### src/rtl/alu_ctrl_pkg.sv
// ALU control codes, MIPS opcode/funct values and the issue buffer state type.
// Shared by the ALU and the decode/issue stage so both agree on the 4-bit control encoding.
package alu_ctrl_pkg;

    localparam logic [3:0] ALU_AND  = 4'b0000;
    localparam logic [3:0] ALU_OR   = 4'b0001;
    localparam logic [3:0] ALU_ADD  = 4'b0010;
    localparam logic [3:0] ALU_MUL  = 4'b0011;
    localparam logic [3:0] ALU_SLL  = 4'b0101;
    localparam logic [3:0] ALU_SUB  = 4'b0110;
    localparam logic [3:0] ALU_SLT  = 4'b0111;
    localparam logic [3:0] ALU_NOR  = 4'b1100;
    localparam logic [3:0] ALU_SRLV = 4'b1111;

    localparam logic [5:0] OP_RTYPE = 6'h00;
    localparam logic [5:0] OP_BEQ   = 6'h04;
    localparam logic [5:0] OP_BNE   = 6'h05;
    localparam logic [5:0] OP_ADDI  = 6'h08;
    localparam logic [5:0] OP_SLTI  = 6'h0A;
    localparam logic [5:0] OP_ORI   = 6'h0D;

    localparam logic [5:0] FN_SLL   = 6'h00;
    localparam logic [5:0] FN_SRLV  = 6'h06;
    localparam logic [5:0] FN_MULT  = 6'h18;
    localparam logic [5:0] FN_ADD   = 6'h20;
    localparam logic [5:0] FN_SUB   = 6'h22;
    localparam logic [5:0] FN_AND   = 6'h24;
    localparam logic [5:0] FN_OR    = 6'h25;
    localparam logic [5:0] FN_NOR   = 6'h27;
    localparam logic [5:0] FN_SLT   = 6'h2A;

    typedef enum logic [1:0] {
        SKID_EMPTY = 2'd0,
        SKID_ONE   = 2'd1,
        SKID_TWO   = 2'd2
    } skid_state_e;

endpackage

### src/rtl/alu_op_issue_if.sv
// Instruction-in / decoded-op-out bundle of the ALU issue stage.
// master = environment (register read + ALU), slave = the issuer.
interface alu_op_issue_if #(
    parameter int DATA_W = 32
);
    logic              in_valid_i;
    logic              in_ready_o;
    logic [31:0]       instr_i;
    logic [DATA_W-1:0] rs_data_i;
    logic [DATA_W-1:0] rt_data_i;
    logic              alu_valid_o;
    logic              alu_ready_i;
    logic [DATA_W-1:0] src1_o;
    logic [DATA_W-1:0] src2_o;
    logic [3:0]        ctrl_o;
    logic              is_branch_o;
    logic              br_ne_o;
    logic              illegal_o;

    modport slave (
        input  in_valid_i, instr_i, rs_data_i, rt_data_i, alu_ready_i,
        output in_ready_o, alu_valid_o, src1_o, src2_o, ctrl_o,
               is_branch_o, br_ne_o, illegal_o
    );

    modport master (
        output in_valid_i, instr_i, rs_data_i, rt_data_i, alu_ready_i,
        input  in_ready_o, alu_valid_o, src1_o, src2_o, ctrl_o,
               is_branch_o, br_ne_o, illegal_o
    );
endinterface

### src/rtl/alu_issue_skid.sv
// Two-entry registered buffer (EMPTY/ONE/TWO); head is always a register, so pushes show up next cycle.
// Accepts while not TWO; push and pop in ONE replaces the head, pop in TWO promotes the tail.
module alu_issue_skid
    import alu_ctrl_pkg::*;
#(
    parameter int W = 8
) (
    input  logic         clk_i,
    input  logic         rst_i,
    input  logic         push_i,
    input  logic [W-1:0] dat_i,
    input  logic         pop_i,
    output logic         in_rdy_o,
    output logic         out_vld_o,
    output logic [W-1:0] out_dat_o
);

    skid_state_e  r_state;
    skid_state_e  w_state_nxt;
    logic [W-1:0] r_head;
    logic [W-1:0] r_tail;
    logic         w_load_head;
    logic         w_promote;
    logic         w_load_tail;

    always_comb begin
        w_state_nxt = r_state;
        w_load_head = 1'b0;
        w_promote   = 1'b0;
        w_load_tail = 1'b0;
        case (r_state)
            SKID_EMPTY: begin
                if (push_i) begin
                    w_load_head = 1'b1;
                    w_state_nxt = SKID_ONE;
                end
            end
            SKID_ONE: begin
                if (push_i && pop_i) begin
                    w_load_head = 1'b1;
                end else if (push_i) begin
                    w_load_tail = 1'b1;
                    w_state_nxt = SKID_TWO;
                end else if (pop_i) begin
                    w_state_nxt = SKID_EMPTY;
                end
            end
            SKID_TWO: begin
                if (pop_i) begin
                    w_promote   = 1'b1;
                    w_state_nxt = SKID_ONE;
                end
            end
            default: w_state_nxt = SKID_EMPTY;
        endcase
    end

    always_ff @(posedge clk_i) begin
        if (rst_i) begin
            r_state <= SKID_EMPTY;
            r_head  <= '0;
            r_tail  <= '0;
        end else begin
            r_state <= w_state_nxt;
            if (w_load_head) begin
                r_head <= dat_i;
            end else if (w_promote) begin
                r_head <= r_tail;
            end
            if (w_load_tail) begin
                r_tail <= dat_i;
            end
        end
    end

    assign in_rdy_o  = (r_state != SKID_TWO);
    assign out_vld_o = (r_state != SKID_EMPTY);
    assign out_dat_o = r_head;

endmodule

### src/rtl/alu_op_issue.sv
// Decodes a MIPS instruction into ALU ctrl + operands and queues it in a 2-entry skid buffer.
// Legal op visible one cycle after accept; in_ready drops only when both entries are held.
module alu_op_issue
    import alu_ctrl_pkg::*;
#(
    parameter int DATA_W  = 32,
    parameter int SHAMT_W = 5
) (
    input  logic           clk_i,
    input  logic           rst_i,
    alu_op_issue_if.slave  bus
);

    typedef struct packed {
        logic [DATA_W-1:0] src1;
        logic [DATA_W-1:0] src2;
        logic [3:0]        ctrl;
        logic              is_branch;
        logic              br_ne;
    } op_t;

    typedef struct packed {
        logic legal;
        op_t  op;
    } dec_t;

    function automatic dec_t decode(input logic [31:0]       instr,
                                    input logic [DATA_W-1:0] rs,
                                    input logic [DATA_W-1:0] rt);
        dec_t        d;
        logic [15:0] imm;
        imm            = instr[15:0];
        d.legal        = 1'b1;
        d.op.src1      = rs;
        d.op.src2      = rt;
        d.op.ctrl      = ALU_AND;
        d.op.is_branch = 1'b0;
        d.op.br_ne     = 1'b0;
        case (instr[31:26])
            OP_RTYPE: begin
                case (instr[5:0])
                    FN_ADD:  d.op.ctrl = ALU_ADD;
                    FN_SUB:  d.op.ctrl = ALU_SUB;
                    FN_AND:  d.op.ctrl = ALU_AND;
                    FN_OR:   d.op.ctrl = ALU_OR;
                    FN_NOR:  d.op.ctrl = ALU_NOR;
                    FN_SLT:  d.op.ctrl = ALU_SLT;
                    FN_MULT: d.op.ctrl = ALU_MUL;
                    FN_SLL: begin
                        d.op.ctrl = ALU_SLL;
                        d.op.src1 = rt;
                        d.op.src2 = DATA_W'(instr[6 +: SHAMT_W]);
                    end
                    FN_SRLV: begin
                        d.op.ctrl = ALU_SRLV;
                        d.op.src1 = rt;
                        d.op.src2 = DATA_W'(rs[SHAMT_W-1:0]);
                    end
                    default: d.legal = 1'b0;
                endcase
            end
            OP_ADDI: begin
                d.op.ctrl = ALU_ADD;
                d.op.src2 = {{(DATA_W-16){imm[15]}}, imm};
            end
            OP_SLTI: begin
                d.op.ctrl = ALU_SLT;
                d.op.src2 = {{(DATA_W-16){imm[15]}}, imm};
            end
            OP_ORI: begin
                d.op.ctrl = ALU_OR;
                d.op.src2 = DATA_W'(imm);
            end
            OP_BEQ, OP_BNE: begin
                d.op.ctrl      = ALU_SUB;
                d.op.is_branch = 1'b1;
                d.op.br_ne     = instr[26];
            end
            default: d.legal = 1'b0;
        endcase
        return d;
    endfunction

    dec_t w_dec;
    op_t  w_head;
    logic w_accept;
    logic w_push;
    logic w_pop;
    logic r_illegal;

    assign w_dec    = decode(bus.instr_i, bus.rs_data_i, bus.rt_data_i);
    assign w_accept = bus.in_valid_i & bus.in_ready_o;
    assign w_push   = w_accept & w_dec.legal;
    assign w_pop    = bus.alu_valid_o & bus.alu_ready_i;

    alu_issue_skid #(
        .W ($bits(op_t))
    ) u_skid (
        .clk_i     (clk_i),
        .rst_i     (rst_i),
        .push_i    (w_push),
        .dat_i     (w_dec.op),
        .pop_i     (w_pop),
        .in_rdy_o  (bus.in_ready_o),
        .out_vld_o (bus.alu_valid_o),
        .out_dat_o (w_head)
    );

    // Undecodable ops are consumed without queueing; flag them for exactly one cycle.
    always_ff @(posedge clk_i) begin
        if (rst_i) begin
            r_illegal <= 1'b0;
        end else begin
            r_illegal <= w_accept & ~w_dec.legal;
        end
    end

    assign bus.src1_o      = w_head.src1;
    assign bus.src2_o      = w_head.src2;
    assign bus.ctrl_o      = w_head.ctrl;
    assign bus.is_branch_o = w_head.is_branch;
    assign bus.br_ne_o     = w_head.br_ne;
    assign bus.illegal_o   = r_illegal;

endmodule
### src/flat_wrapper.sv
// flat-port wrapper written by rule: the top's interface ports become plain ports
module alu_op_issue_flat import alu_ctrl_pkg::*;
#(
    parameter int DATA_W  = 32,
    parameter int SHAMT_W = 5
)
  (clk_i, rst_i, bus_in_valid_i, bus_instr_i, bus_rs_data_i, bus_rt_data_i, bus_alu_ready_i, bus_in_ready_o, bus_alu_valid_o, bus_src1_o, bus_src2_o, bus_ctrl_o, bus_is_branch_o, bus_br_ne_o, bus_illegal_o);
  alu_op_issue_if #(.DATA_W(DATA_W)) bus_i ();
  input  logic clk_i;
  input  logic rst_i;
  input wire logic [$bits(bus_i.in_valid_i)-1:0] bus_in_valid_i;
  input wire logic [$bits(bus_i.instr_i)-1:0] bus_instr_i;
  input wire logic [$bits(bus_i.rs_data_i)-1:0] bus_rs_data_i;
  input wire logic [$bits(bus_i.rt_data_i)-1:0] bus_rt_data_i;
  input wire logic [$bits(bus_i.alu_ready_i)-1:0] bus_alu_ready_i;
  output wire logic [$bits(bus_i.in_ready_o)-1:0] bus_in_ready_o;
  output wire logic [$bits(bus_i.alu_valid_o)-1:0] bus_alu_valid_o;
  output wire logic [$bits(bus_i.src1_o)-1:0] bus_src1_o;
  output wire logic [$bits(bus_i.src2_o)-1:0] bus_src2_o;
  output wire logic [$bits(bus_i.ctrl_o)-1:0] bus_ctrl_o;
  output wire logic [$bits(bus_i.is_branch_o)-1:0] bus_is_branch_o;
  output wire logic [$bits(bus_i.br_ne_o)-1:0] bus_br_ne_o;
  output wire logic [$bits(bus_i.illegal_o)-1:0] bus_illegal_o;
  assign bus_i.in_valid_i = bus_in_valid_i;
  assign bus_i.instr_i = bus_instr_i;
  assign bus_i.rs_data_i = bus_rs_data_i;
  assign bus_i.rt_data_i = bus_rt_data_i;
  assign bus_i.alu_ready_i = bus_alu_ready_i;
  assign bus_in_ready_o = bus_i.in_ready_o;
  assign bus_alu_valid_o = bus_i.alu_valid_o;
  assign bus_src1_o = bus_i.src1_o;
  assign bus_src2_o = bus_i.src2_o;
  assign bus_ctrl_o = bus_i.ctrl_o;
  assign bus_is_branch_o = bus_i.is_branch_o;
  assign bus_br_ne_o = bus_i.br_ne_o;
  assign bus_illegal_o = bus_i.illegal_o;
  alu_op_issue #(.DATA_W(DATA_W), .SHAMT_W(SHAMT_W)) u_core (.clk_i(clk_i), .rst_i(rst_i), .bus(bus_i));
endmodule
### config.mk
export PLATFORM = sky130hd
export DESIGN_NAME = alu_op_issue_flat
export DESIGN_NICKNAME = d
export VERILOG_FILES = /design/src/rtl/alu_ctrl_pkg.sv /design/src/rtl/alu_op_issue_if.sv /design/src/rtl/alu_issue_skid.sv /design/src/rtl/alu_op_issue.sv /design/src/flat_wrapper.sv
export SDC_FILE = /design/constraint.sdc
export NUM_CORES = 1
export LEC_CHECK = 0
export ABC_CLOCK_PERIOD_IN_PS = 3000
export BUFFER_PORTS_ARGS = -buffer_cell sky130_fd_sc_hd__buf_2
export CORE_MARGIN = 5
export CORE_UTILIZATION = 48
export CTS_CLUSTER_SIZE = 8
export DETAILED_ROUTE_END_ITERATION = 10
export PLACE_DENSITY = 0.76
export SETUP_SLACK_MARGIN = 0.4
export SYNTH_ARGS = -nofsm -noshare
export SYNTH_HDL_FRONTEND = slang
export SYNTH_HIERARCHICAL = 1
export SYNTH_SLANG_ARGS = --single-unit
### constraint.sdc
create_clock -name clk_i -period 3 [get_ports clk_i]
set_input_delay 0.6 -clock clk_i [delete_from_list [all_inputs] [get_ports clk_i]]
set_output_delay 0.6 -clock clk_i [all_outputs]
set_load 0.005 [all_outputs]
### Yosys cells after proc, flatten, opt, wreduce, memory -nomap -nowiden

Index checks and enable logic that the tools add are counted.

| word-level totals | value |
|---|---|
| input port bits | 100 |
| logic and storage cells | 63 |
| flip-flop bits (word level) | 143 |
| output and inout bits | 73 |

| cells by class | value |
|---|---|
| reduce and logical (&&, ||, !) cells | 11 |
| bitwise gates (word level) | 5 |
| mux-type cells | 23 |
| eq/ne operators | 20 |

Operators by type and width:

| cell | number |
|---|---|
| two-way mux 70 bit | 2 |
| case mux 64 bit (2 select lines) | 1 |
| case mux 32 bit (3 select lines) | 1 |
| equality test 6 bit, second input constant | 6 |
| two-way mux 32 bit | 1 |
| case mux 4 bit (8 select lines) | 1 |
| case mux 4 bit (5 select lines) | 1 |
| equality test 6 x 3 -> 1 bit, second input constant | 3 |
| equality test 6 x 4 -> 1 bit, second input constant | 3 |
| logical NOT 6 bit | 2 |
| two-way mux 2 bit | 6 |
| OR reduction 9 bit | 1 |
| != test 2 bit, second input constant | 4 |
| two-way mux 1 bit | 7 |
| equality test 6 x 5 -> 1 bit, second input constant | 1 |
| case mux 2 bit (3 select lines) | 1 |
| OR reduction 5 bit | 1 |
| bitwise AND 1 bit | 4 |
| case mux 1 bit (2 select lines) | 2 |
| AND reduction 4 bit | 1 |
| nonzero test 2 bit | 2 |
| OR reduction 2 bit | 2 |
| != test 3 bit, second input constant | 1 |
| equality test 2 x 1 -> 1 bit, second input constant | 1 |
| other kinds (4) | 4 |

### Longest topological paths before layout

| depth | value |
|---|---|
| word-level depth | 9 |
| depth in mapped cells | 10 |
| depth with buffers taken out | 7 |

### By module

Netlist, hierarchy kept.

Modules (own cells, without submodules):

| module | area each (um2) | instances | cells each | sequential area each (um2) |
|---|---|---|---|---|
| alu_issue_skid | 5421.4 | 1 | 567 | 2842.7 |
| alu_op_issue | 1275.0 | 1 | 167 | 20.0 |

### Worst setup path after synthesis

OpenSTA, ideal clock, no wires.

| path | value |
|---|---|
| path type | input port to flip-flop |
| start point | input bus_instr_i[2] |
| end point | register u_core.u_skid.r_head[43] (netlist: u_core/u_skid/out_dat_o[43]) |
| setup slack | -0.025 ns |
| required time | 2.881 ns |
| library setup time | 0.119 ns |
| path buffers | 3 |
| arrival | 2.907 ns |
| stages | 10 |
| cells stage by stage | clkbuf_1 nor4bb_1 a31oi_1 o21a_1 a21boi_0 nand2b_4 or2_1 buf_2 buf_4 o221a_1 |

| between the ends | value |
|---|---|
| word-level cells in the longest chain between the ends | 9 |
| elaborated cells on any way between the ends | 21 |
| those cells by class | 8 x eq/ne; 8 x mux; 1 x bitwise; 4 x reduce/logical |

RTL lines:

| what | RTL line | source |
|---|---|---|
| from (decl) | flat_wrapper.sv:12 | `input wire logic [$bits(bus_i.instr_i)-1:0] bus_instr_i;` |
| equality test 6 bit (tied with other cells) | alu_op_issue.sv:41 | `case (instr[5:0])` |
| OR reduction 9 bit (no line) (*) | - |  |
| two-way mux 1 bit (*) | alu_op_issue.sv:41 |  |
| case mux 1 bit (2 select lines) (*) | alu_op_issue.sv:39 | `case (instr[31:26])` |
| bitwise AND 1 bit (*) | alu_op_issue.sv:93 | `assign w_push = w_accept & w_dec.legal;` |
| via u_core.w_push | alu_op_issue.sv:87 | `logic w_push;` |
| logical AND 1 bit | alu_issue_skid.sv:39 | `if (push_i && pop_i) begin` |
| two-way mux 1 bit | alu_issue_skid.sv:39 |  |
| case mux 1 bit (2 select lines) (*) | alu_issue_skid.sv:31 | `case (r_state)` |
| two-way mux 70 bit or nonzero test 2 bit (tied branches) | - |  |
| to (signal assigned) | alu_issue_skid.sv:66 | `r_head <= dat_i;` |
| to (signal assigned) | alu_issue_skid.sv:68 | `r_head <= r_tail;` |
| to (decl) | alu_issue_skid.sv:20 | `logic [W-1:0] r_head;` |

Mark *: on every way through the listed nets, which the timed path passes. The rest lies on a longest branch.
A chain may end at the register's enable or synchronous reset.

==> impl_summary.txt <==
----------------------------------------------------
[GRT]
  Overall Global Routing Usage ... 0.241
  Met2 Usage GRT ... 0.370
  GR Util met3 ... 0.0542
  Wire length of the first global-routing pass ... approximately 32 mm
  Remaining global-route overflow ... 0
  Initial antenna violation count ... 1
  Layer with the highest usage after global routing ... met2
  Via count of the first global-routing pass ... roughly 5900
  Largest net degree at the start of global routing ... 44
  Met1 Track Usage GR ... 0.335

[Placed design]
  IO buf count ... 162
  Weighted congestion reported at the end of routability-driven placement ... 0.919
  DP Wirelength ... 13.6 mm
  Cell Area, Placed ... 7710 µm²

[Logic synthesis]
  Leading cell types by count after synthesis ... nand2_1 (150), dfxtp_1 (143), a21oi_1 (76), o21a_1 (68), o221a_1 (67)
  Synthesis Warnings ... 6
  Post-synth EDFFs ... 0
  Cell types with the largest area share after synthesis ... dfxtp_1 (43%), o221a_1 (11%), nand2_1 (8.4%), o21a_1 (7.6%), a21oi_1 (5.7%)
  Seq/Total Area, Yosys ... 0.428
  Nets in the synthesized netlist ... 834
  Count of unique library cells instantiated by Yosys ... 55
  Area share of the leading cell type in the synthesized netlist ... 0.428
  Leading area contributor after synthesis ... dfxtp_1
  Seq cells post-synth ... about 140
  Ys async rst share ... 0
  Most used flip-flop cell after synthesis ... dfxtp_1
  Most common cell in the netlist ... nand2_1
  Synthesized area ... 6700 µm²
  Cell count after synthesis ... 734
  Average size of a mapped cell ... 9.12 µm²

[Route]
  Wire length per cell ... approximately 19 µm
  DRC Markers ... 0
  DRT Pass-1 Iters ... 5
  Starting DRC count in detailed routing ... 577
  Wire length reported by the detailed router ... 20.1 mm
  Number of nets with antenna violations after detailed routing ... 0
  Number of vias after detailed routing ... around 6200
  Vias per inst ... just under 6

[Die]
  Number of ports placed on the die boundary ... 173
  DIE HEIGHT ... 128 µm
  Placeable Area ... 13800 µm²
  Floorplan die width ... 128 µm
  Std-Cell Rows ... 43
  Initial Utilization ... 0.486
  Total die area ... 16400 µm²

[STA]
  Worst Skew ... 0.00886 ns
  Setup Total Neg Slack ... 0 ns
  Post-route clock period utilization ... 0.810
  Setup repair after global routing missed its margin ... no
  Max-Slew Margin vs Limit ... 0.423
  Slew at the pin with the worst max-slew slack ... 0.865 ns
  Final number of max-transition violations ... 0
  Highest Clock Rate ... 412 MHz
  Setup violation total in the final timing report ... 0
  Final Critical Period ... roughly 2.4 ns
  Endpoints failing hold ... 0

[Clocking]
  Quantity of gates resized following cts ... 0
  Clock tree sinks ... between 100 and 150
  H-tree levels ... 4
  CTS tree ... yes
  Number of clock buffers inserted by TritonCTS ... 17
  Largest buffer count on any clock path ... 2
  Clock-pin slew reported for the worst setup and hold paths after clock tree synthesis ... 0.06 ns
  Hold-fix buffer count after cts ... 0
  Root Buffer Master ... clkbuf_16
  Setup Fix Bufs, Post-CTS ... 0
  Latest clock arrival within the worst-skew pair ... 0.42 ns

[Cells and area]
  Ant. Diodes ... 0
  Layout overhead on the synthesized area ... 23.7%
  Design Area, Final ... ~8300 µm²
  Layout filler cell count ... 1248
  Post-layout nets ... 974
  Layout cell share with drive strength beyond 1 ... 0.309

[Pwr]
  NetSw ... slightly above 1 mW
  Flop pwr share ... 0.445
  Leak pwr ... roughly 3.3 nW
  Logic pwr share ... 0.077
  Largest voltage drop on the vdd net ... 0.389 mV
  Part of the power in the clock network ... 0.477
  Power density normalized to cell area ... 520 nW/µm²
  Int Power ... approximately 3.3 mW
  Fraction of power spent switching nets ... 0.237

[Critical path]
  Type of the worst setup path ... input pin to register
  Critical Path AT ... around 2.7 ns
  CP Max Fanout ... 21
  Endpoint class of the critical path ... register
  Element type at the critical path start ... input pin
  Required time of the worst setup path ... 3.30 ns

[Worst hold path]
  Class of the tightest hold or removal check ... register to register

[Run]
  Max-cap violations ... 0

[Status]
  Outcome ... complete, no violations

----------------------------------------------------
## critical path, stage by stage
cell and delay [ns]:
buf_2 0.13, or4_4 0.56, nor4_4 0.43, nor2_2 0.20, buf_4 0.27, a22o_1 0.26
o221a_1 0.26
## through the flow
step | setup slack [ns] | cells | total power [mW] | hold WS (ns) | util
finish | 0.570 | 1067 | 4.30 | 0.455 | 0.601
global route | 0.501 | 1067 | 4.44 | 0.475 | 0.601
CTS | 0.608 | 1067 | 4.31 | 0.454 | 0.601
detailed placement | 0.175 | 1035 | 2.29 | 0.447 | 0.560
global placement | 0.192 | 1035 | 2.28 | 0.442 | 0.560
floorplan | 0.432 | 734 | 2.14 | 0.437 | -
## power groups by stage
stage	registers, mW	clock network (mW)	logic [mW]
floorplan	1.96	0	0.185
global placement	1.96	0	0.325
detailed placement	1.96	0	0.326
CTS	1.92	2.07	0.328
global route	1.92	2.16	0.359
finish	1.92	2.05	0.333
## final timing paths
check | startpoint | endpoint | slack, ns | cells after the start
min reg2reg | u_core/u_skid/r_tail[6] | u_core/u_skid/r_tail[6] | 0.46 | 2
max | bus_instr_i[29] | u_core/u_skid/out_dat_o[20] | 0.57 | 7
max reg2reg | u_core/u_skid/r_state[0] | u_core/u_skid/out_dat_o[4] | 0.70 | 8
min | u_core/u_skid/r_tail[6] | u_core/u_skid/r_tail[6] | 0.46 | 2
## sequential cells by signal, summed over array words and instances, names as in the netlist
| signal | flops |
|---|---|
| u_core/u_skid/out_dat_o | 70 |
| u_core/u_skid/r_tail | 70 |
| u_core/u_skid/r_state | 2 |
| u_core/bus.illegal_o | 1 |
## cell families (layout without fill, tap and decap cells)
group,after synthesis,in the layout,synth area share
XOR/XNOR,1,1,0.00131
AO/OA/AOI/OAI,271,271,0.317
AND/OR/NAND/NOR,216,216,0.152
buffers and inverters,71,224,0.0490
multiplexers,32,32,0.0538
flip-flops,143,143,0.428
## per-layer routing
metal	vias to the layer above	routed length, µm
li1	2979	-
met1	2939	9200
met2	220	9370
met3	34	1180
met4	2	363
met5	-	13
## layout make-up
cell class / count / area (µm²) / share of cell area
timing repair buffer: 189 / 1060 / 0.128
clock inverter: 14 / 143 / 0.0172
clock buffer: 18 / 429 / 0.0518
multi-input combinational: 520 / 3550 / 0.428
sequential: 143 / 2860 / 0.346
tap: 180 / 225 / 0.0272
inverter: 3 / 11.3 / 0.00136
## cell usage in the layout, fill, tap and decap left out, types with 8 or more instances in the layout
| cell | count |
|---|---|
| a21o_1 | 16 |
| a21oi_1 | 76 |
| a22o_1 | 14 |
| buf_2 | 162 |
| buf_4 | 23 |
| clkbuf_16 | 17 |
| dfxtp_1 | 143 |
| mux2_2 | 32 |
| nand2_1 | 150 |
| nor2_1 | 12 |
| o21a_1 | 68 |
| o221a_1 | 67 |
| or2_2 | 8 |
No activity file was read; power rests on OpenSTA's default activity.
